--- src/rtl/alu_int_ctrl.sv ---
// Vector ALU controller: streams cmd_len operands from memory and reduces them
// (ADD/MUL/ARGMAX/AVG), or divides two operands with a restoring divider (DIV).
module alu_int_ctrl #(
    parameter int DATA_WIDTH = 32,
    parameter int ADDR_WIDTH = 8,
    parameter int LEN_WIDTH  = 8
) (
    input  logic                  clk,
    input  logic                  reset,
    input  logic                  cmd_valid,
    output logic                  cmd_ready,
    input  logic [3:0]            cmd_op,
    input  logic [ADDR_WIDTH-1:0] cmd_base,
    input  logic [LEN_WIDTH-1:0]  cmd_len,
    output logic                  mem_rd_en,
    output logic [ADDR_WIDTH-1:0] mem_rd_addr,
    input  logic [DATA_WIDTH-1:0] mem_rd_data,
    output logic                  res_valid,
    input  logic                  res_ready,
    output logic [DATA_WIDTH-1:0] result,
    output logic [LEN_WIDTH-1:0]  res_index,
    output logic                  res_error,
    output logic                  busy
);

    localparam logic [3:0] OP_ADD    = 4'b0000;
    localparam logic [3:0] OP_MUL    = 4'b0001;
    localparam logic [3:0] OP_DIV    = 4'b0010;
    localparam logic [3:0] OP_ARGMAX = 4'b0100;
    localparam logic [3:0] OP_AVG    = 4'b1000;

    localparam int CW = (DATA_WIDTH > 1) ? $clog2(DATA_WIDTH) : 1;
    localparam logic [CW-1:0] DCNT_INIT = CW'(DATA_WIDTH - 1);

    typedef enum logic [2:0] {
        S_IDLE,
        S_FETCH,
        S_DRAIN,
        S_DIVIDE,
        S_DONE
    } state_t;

    state_t                state_q, state_d;
    logic [3:0]            op_q, op_d;
    logic [LEN_WIDTH-1:0]  len_q, len_d;
    logic [ADDR_WIDTH-1:0] addr_q, addr_d;
    logic [LEN_WIDTH-1:0]  cnt_q, cnt_d;
    logic                  rd_vld_q, rd_vld_d;
    logic [LEN_WIDTH-1:0]  elem_q, elem_d;
    logic [DATA_WIDTH-1:0] acc_q, acc_d;
    logic [LEN_WIDTH-1:0]  best_q, best_d;
    logic [DATA_WIDTH-1:0] quo_q, quo_d;
    logic [DATA_WIDTH-1:0] rem_q, rem_d;
    logic [DATA_WIDTH-1:0] dvs_q, dvs_d;
    logic [CW-1:0]         dcnt_q, dcnt_d;
    logic [DATA_WIDTH-1:0] result_q, result_d;
    logic [LEN_WIDTH-1:0]  index_q, index_d;
    logic                  error_q, error_d;

    logic                  accept;
    logic                  op_ok;
    logic [DATA_WIDTH-1:0] acc_upd;
    logic [LEN_WIDTH-1:0]  best_upd;
    logic [DATA_WIDTH:0]   rem_sh;
    logic [DATA_WIDTH:0]   rem_diff;
    logic [DATA_WIDTH-1:0] rem_nx;
    logic [DATA_WIDTH-1:0] quo_nx;

    assign cmd_ready   = (state_q == S_IDLE);
    assign busy        = (state_q != S_IDLE);
    assign res_valid   = (state_q == S_DONE);
    assign mem_rd_en   = (state_q == S_FETCH);
    assign mem_rd_addr = addr_q;
    assign result      = result_q;
    assign res_index   = index_q;
    assign res_error   = error_q;

    always_comb begin
        accept = cmd_valid && (state_q == S_IDLE);
        op_ok  = (cmd_op == OP_ADD) || (cmd_op == OP_MUL) || (cmd_op == OP_DIV) ||
                 (cmd_op == OP_ARGMAX) || (cmd_op == OP_AVG);

        // Reduction of the element arriving this cycle into the accumulator
        acc_upd  = acc_q;
        best_upd = best_q;
        case (op_q)
            OP_ADD, OP_AVG: acc_upd = acc_q + mem_rd_data;
            OP_MUL:         acc_upd = acc_q * mem_rd_data;
            OP_ARGMAX: begin
                if ((elem_q == '0) || ($signed(mem_rd_data) > $signed(acc_q))) begin
                    acc_upd  = mem_rd_data;
                    best_upd = elem_q;
                end
            end
            OP_DIV: if (elem_q == '0) acc_upd = mem_rd_data;
            default: ;
        endcase

        // One restoring-division step; remainder needs one extra bit for the compare
        rem_sh   = {rem_q, quo_q[DATA_WIDTH-1]};
        rem_diff = rem_sh - {1'b0, dvs_q};
        if (rem_sh >= {1'b0, dvs_q}) begin
            rem_nx = rem_diff[DATA_WIDTH-1:0];
            quo_nx = {quo_q[DATA_WIDTH-2:0], 1'b1};
        end else begin
            rem_nx = rem_sh[DATA_WIDTH-1:0];
            quo_nx = {quo_q[DATA_WIDTH-2:0], 1'b0};
        end
    end

    always_comb begin
        state_d  = state_q;
        op_d     = op_q;
        len_d    = len_q;
        addr_d   = addr_q;
        cnt_d    = cnt_q;
        rd_vld_d = (state_q == S_FETCH);
        elem_d   = elem_q;
        acc_d    = acc_q;
        best_d   = best_q;
        quo_d    = quo_q;
        rem_d    = rem_q;
        dvs_d    = dvs_q;
        dcnt_d   = dcnt_q;
        result_d = result_q;
        index_d  = index_q;
        error_d  = error_q;

        if (rd_vld_q) begin
            acc_d  = acc_upd;
            best_d = best_upd;
            elem_d = elem_q + 1'b1;
        end

        case (state_q)
            S_IDLE: begin
                if (accept) begin
                    op_d   = cmd_op;
                    len_d  = cmd_len;
                    elem_d = '0;
                    best_d = '0;
                    acc_d  = (cmd_op == OP_MUL) ? DATA_WIDTH'(1) : '0;
                    if (!op_ok || ((cmd_len == '0) && (cmd_op != OP_DIV))) begin
                        state_d  = S_DONE;
                        result_d = '0;
                        index_d  = '0;
                        error_d  = 1'b1;
                    end else begin
                        state_d = S_FETCH;
                        addr_d  = cmd_base;
                        cnt_d   = (cmd_op == OP_DIV) ? LEN_WIDTH'(2) : cmd_len;
                    end
                end
            end
            S_FETCH: begin
                cnt_d = cnt_q - 1'b1;
                // Address stops on the last element so it holds once reads end
                if (cnt_q == LEN_WIDTH'(1)) state_d = S_DRAIN;
                else                        addr_d  = addr_q + 1'b1;
            end
            S_DRAIN: begin
                index_d = '0;
                error_d = 1'b0;
                if (op_q == OP_DIV) begin
                    if (mem_rd_data == '0) begin
                        state_d  = S_DONE;
                        result_d = '1;
                        error_d  = 1'b1;
                    end else begin
                        state_d = S_DIVIDE;
                        quo_d   = acc_q;
                        dvs_d   = mem_rd_data;
                        rem_d   = '0;
                        dcnt_d  = DCNT_INIT;
                    end
                end else if (op_q == OP_AVG) begin
                    state_d = S_DIVIDE;
                    quo_d   = acc_upd;
                    dvs_d   = DATA_WIDTH'(len_q);
                    rem_d   = '0;
                    dcnt_d  = DCNT_INIT;
                end else begin
                    state_d  = S_DONE;
                    result_d = acc_upd;
                    if (op_q == OP_ARGMAX) index_d = best_upd;
                end
            end
            S_DIVIDE: begin
                quo_d  = quo_nx;
                rem_d  = rem_nx;
                dcnt_d = dcnt_q - 1'b1;
                if (dcnt_q == '0) begin
                    state_d  = S_DONE;
                    result_d = quo_nx;
                    index_d  = '0;
                    error_d  = 1'b0;
                end
            end
            S_DONE: begin
                if (res_ready) state_d = S_IDLE;
            end
            default: state_d = S_IDLE;
        endcase
    end

    always_ff @(posedge clk) begin
        if (reset) begin
            state_q  <= S_IDLE;
            op_q     <= '0;
            len_q    <= '0;
            addr_q   <= '0;
            cnt_q    <= '0;
            rd_vld_q <= 1'b0;
            elem_q   <= '0;
            acc_q    <= '0;
            best_q   <= '0;
            quo_q    <= '0;
            rem_q    <= '0;
            dvs_q    <= '0;
            dcnt_q   <= '0;
            result_q <= '0;
            index_q  <= '0;
            error_q  <= 1'b0;
        end else begin
            state_q  <= state_d;
            op_q     <= op_d;
            len_q    <= len_d;
            addr_q   <= addr_d;
            cnt_q    <= cnt_d;
            rd_vld_q <= rd_vld_d;
            elem_q   <= elem_d;
            acc_q    <= acc_d;
            best_q   <= best_d;
            quo_q    <= quo_d;
            rem_q    <= rem_d;
            dvs_q    <= dvs_d;
            dcnt_q   <= dcnt_d;
            result_q <= result_d;
            index_q  <= index_d;
            error_q  <= error_d;
        end
    end

endmodule

--- config.mk ---
export PLATFORM = sky130hd
export DESIGN_NAME = alu_int_ctrl
export DESIGN_NICKNAME = d
export VERILOG_FILES = /design/src/rtl/alu_int_ctrl.sv
export SDC_FILE = /design/constraint.sdc
export NUM_CORES = 2
export LEC_CHECK = 0
export BUFFER_PORTS_ARGS = -buffer_cell sky130_fd_sc_hd__buf_2
export CAP_MARGIN = 20
export CORE_MARGIN = 5
export CORE_UTILIZATION = 45
export DETAILED_ROUTE_END_ITERATION = 16
export PLACE_DENSITY = 0.65
export SLEW_MARGIN = 10
export SYNTH_ARGS = -nofsm -noshare
export SYNTH_HDL_FRONTEND = slang
export SYNTH_SLANG_ARGS = --single-unit
export TNS_END_PERCENT = 1
--- constraint.sdc ---
create_clock -name clk -period 12 [get_ports clk]
set_input_delay 2.4 -clock clk [delete_from_list [all_inputs] [get_ports clk]]
set_output_delay 2.4 -clock clk [all_outputs]
set_load 0.02 [all_outputs]
==> metrics.cfg <==
[cts]
ctsResizeCount = 0
clock_latency_ns = 0.54
clk_pin_slew_ns = 0.07
htreeDepth = 1
root_buffer = clkbuf_16
clockBufferDepth = 3
postCtsSetupBuffers = 0
numCtsBuffers = 24
tritoncts = done
ctsHoldBuffers = 0
cts_num_sinks = 222

[cells_and_area]
fin_util = 0.484
synthToLayoutAreaGrowth_pct = 6.57
layout-drive-gt1-share = 0.0665
nets = 4432
final_area_um2 = 33200
instances_no_fill = 4695
nFillCells = 6793

[yosys]
synth_top_area_cell = fa_1
synth_area_um2 = 31100
synth_fp_nets = 4484
synth_cells = 3793
ys_warn_count = 0
synth_commonest_cells = inv_1, nand2_1, fa_1, and2_1, a21oi_1
synth_area_leaders = fa_1, dfxtp_1, ha_1
yosysSeqAreaShare = 0.143
synth_seq_cells = 222
synth.most_common_cell = inv_1
syn_avg_cell_area_um2 = 8.21
ys_types = 96
synth-async-reset-ratio = 0
yosysTopAreaCellShare = 0.264
synth_edf_count = 0
synthFlopType = dfxtp_1

[worst_setup_path]
critPathLaunch = mem_rd_data[6]
r2r-start = acc_q[7]
crit_type = primary input to flip-flop
arrival_ns = 10.21
end_kind = flip-flop
cp.required_ns = 12.42
start_kind = primary input
crit_fanout = 31
ff2ff_setup_slack_ns = 3.64

[job]
max-cap-violations = 0

[placement]
place_area_um2 = 32300
dp_cells = 4646
port_buffers = 108
dpl.hpwl_um = 76300
gp_congestion = 0.958
pre_cts_ws_ns = 1.87

[timing]
finClkSkew_ns = 0.0175
max_clock_freq_mhz = 102
setup-tns-final_ns = 0
setup_viol = 0
rsz0062_at_grt = no
fin_hold_ws_ns = 0.443
drv_slew = 0
worst_slew_pin_slew_ns = 1.15
setup_ws_ns = 2.21
hold_viol_final = 0
period_minus_slack_ns = 9.79
relSlewSlack = 0.227
min_period_over_period = 0.816

[route]
m1WireLength_um = 43300
ant_nets = 0
top_layer = met5
num_vias = 27500
drc = 0
drt_iter0_drc = 2705
wl_met3_um = 8890
first_pass_iters = 8
routed_wl_um = 105000
via_per_inst = 5.86
wl_met2_um = 47800
wl_per_cell_um = 22.4

[floorplanning]
core-area_um2 = 68600
fp.dieH_um = 273
initial_core_util = 0.454
die-area_um2 = 74500
ios = 109
rows = 96
die_w_um = 273

[grt]
overflow = 0
grt_usage = 0.279
grt_start_max_net_pins = 79
grt_pass1_wl_um = 164000
antenna_found_initial = 8
grt_pass1_vias = 27600

[worst_hold_path]
hp-start = result[3]
hp-class = flip-flop to flip-flop

[pwr]
power_leakage_nw = 14.9
total_power_mw = 2.38
power.ir.vdd_worst_mv = 0.113
power_density_nw_per_um2 = 71.7

[outcome]
status = finished, final reports clean

## power by group
part           leakage, nW  internal [mW]  switching (mW)
logic                 12.7          0.273           0.537
clock network        0.387          0.451           0.338
registers             1.79          0.755          0.0253
## area by class of cell
class | count | area [um2] | area share
sequential | 222 | 4450 | 0.134
antenna | 5 | 12.5 | 0.000377
clock inverter | 15 | 191 | 0.00577
multi-input combinational | 2839 | 23900 | 0.721
timing repair buffer | 159 | 933 | 0.0281
tap | 931 | 1160 | 0.0351
clock buffer | 29 | 639 | 0.0193
inverter | 495 | 1860 | 0.0560
## path summary, 6_finish.rpt
path                     to  depth (start not counted)
setup / recovery  quo_q[31]                         24
setup reg to reg  acc_q[30]                         23
hold / removal    result[3]                          2
hold reg to reg   result[3]                          2
## placed cells by master (no fill, tap or decap), types with 13 or more instances in the layout
| cell | synthesis | final |
|---|---|---|
| o21a_1 | 17 | 17 |
| o21ai_1 | 16 | 15 |
| and3_1 | 16 | 16 |
| nor3_1 | 33 | 32 |
| nand2_1 | 425 | 425 |
| xor2_1 | 41 | 41 |
| o21ai_0 | 188 | 188 |
| buf_4 | 2 | 51 |
| nor2b_1 | 18 | 18 |
| nand2b_1 | 31 | 31 |
| a32oi_1 | 14 | 14 |
| o21bai_1 | 22 | 22 |
| a31oi_1 | 22 | 22 |
| buf_2 | 31 | 107 |
| nand3_1 | 29 | 29 |
| a22oi_1 | 45 | 45 |
| a221oi_1 | 26 | 26 |
| inv_1 | 492 | 492 |
| o22ai_1 | 17 | 17 |
| or3_1 | 14 | 14 |
| nand4_1 | 13 | 13 |
| a21oi_1 | 247 | 247 |
| fa_1 | 410 | 410 |
| nor4_1 | 18 | 18 |
| mux2i_1 | 37 | 37 |
| o211ai_1 | 17 | 17 |
| a21o_1 | 53 | 53 |
| dfxtp_1 | 222 | 220 |
| a211oi_1 | 20 | 20 |
| clkbuf_16 | 0 | 24 |
| o221ai_1 | 24 | 24 |
| a311oi_1 | 15 | 14 |
| ha_1 | 225 | 225 |
| nor2_1 | 241 | 238 |
| and2_1 | 310 | 309 |
| xnor2_1 | 98 | 98 |
## logic make-up (layout without fill, tap and decap cells)
kind of cell               after synthesis  count (layout)  share of synthesized area
buffers and inverters                  732             698                     0.0899
muxes                                   39              39                     0.0127
other                                    0               5                          0
AOI/OAI and AO/OA                      838             838                      0.175
adders and majority gates              636             636                      0.354
DFF                                    222             222                      0.143
xor gates and xnor gates               141             141                     0.0404
and+or+nand+nor                       1185            1185                      0.185
## layer usage
layer,up-vias,global-route usage
li1,12400,-
met1,13600,0.377
met2,1293,0.455
met3,290,0.0461
met4,10,0.101
met5,-,0
## state kept, by name (all words and copies together) (netlist names), 5 cells and up
name	cells
acc_q	32
dvs_q	32
quo_q	32
rem_q	32
result	32
best_q	8
cnt_q	8
elem_q	8
len_q	8
mem_rd_addr	8
res_index	8
dcnt_q	5
## critical path, cell delays in order
cell,delay (ns)
buf_2,0.52
ha_1,0.45
fa_1,0.49
fa_1,0.44
fa_1,0.55
inv_1,0.05
fa_1,0.47
inv_1,0.04
ha_1,0.27
ha_1,0.29
fa_1,0.50
fa_1,0.44
ha_1,0.36
o211a_1,0.27
a221oi_1,0.41
o21ai_0,0.20
a21oi_1,0.21
o31ai_2,0.15
a311oi_1,0.47
nor2_1,0.13
mux2i_1,0.16
a221oi_2,0.45
nand2_1,0.09
o41a_1,0.37
Power figures use the tool's default switching activity.
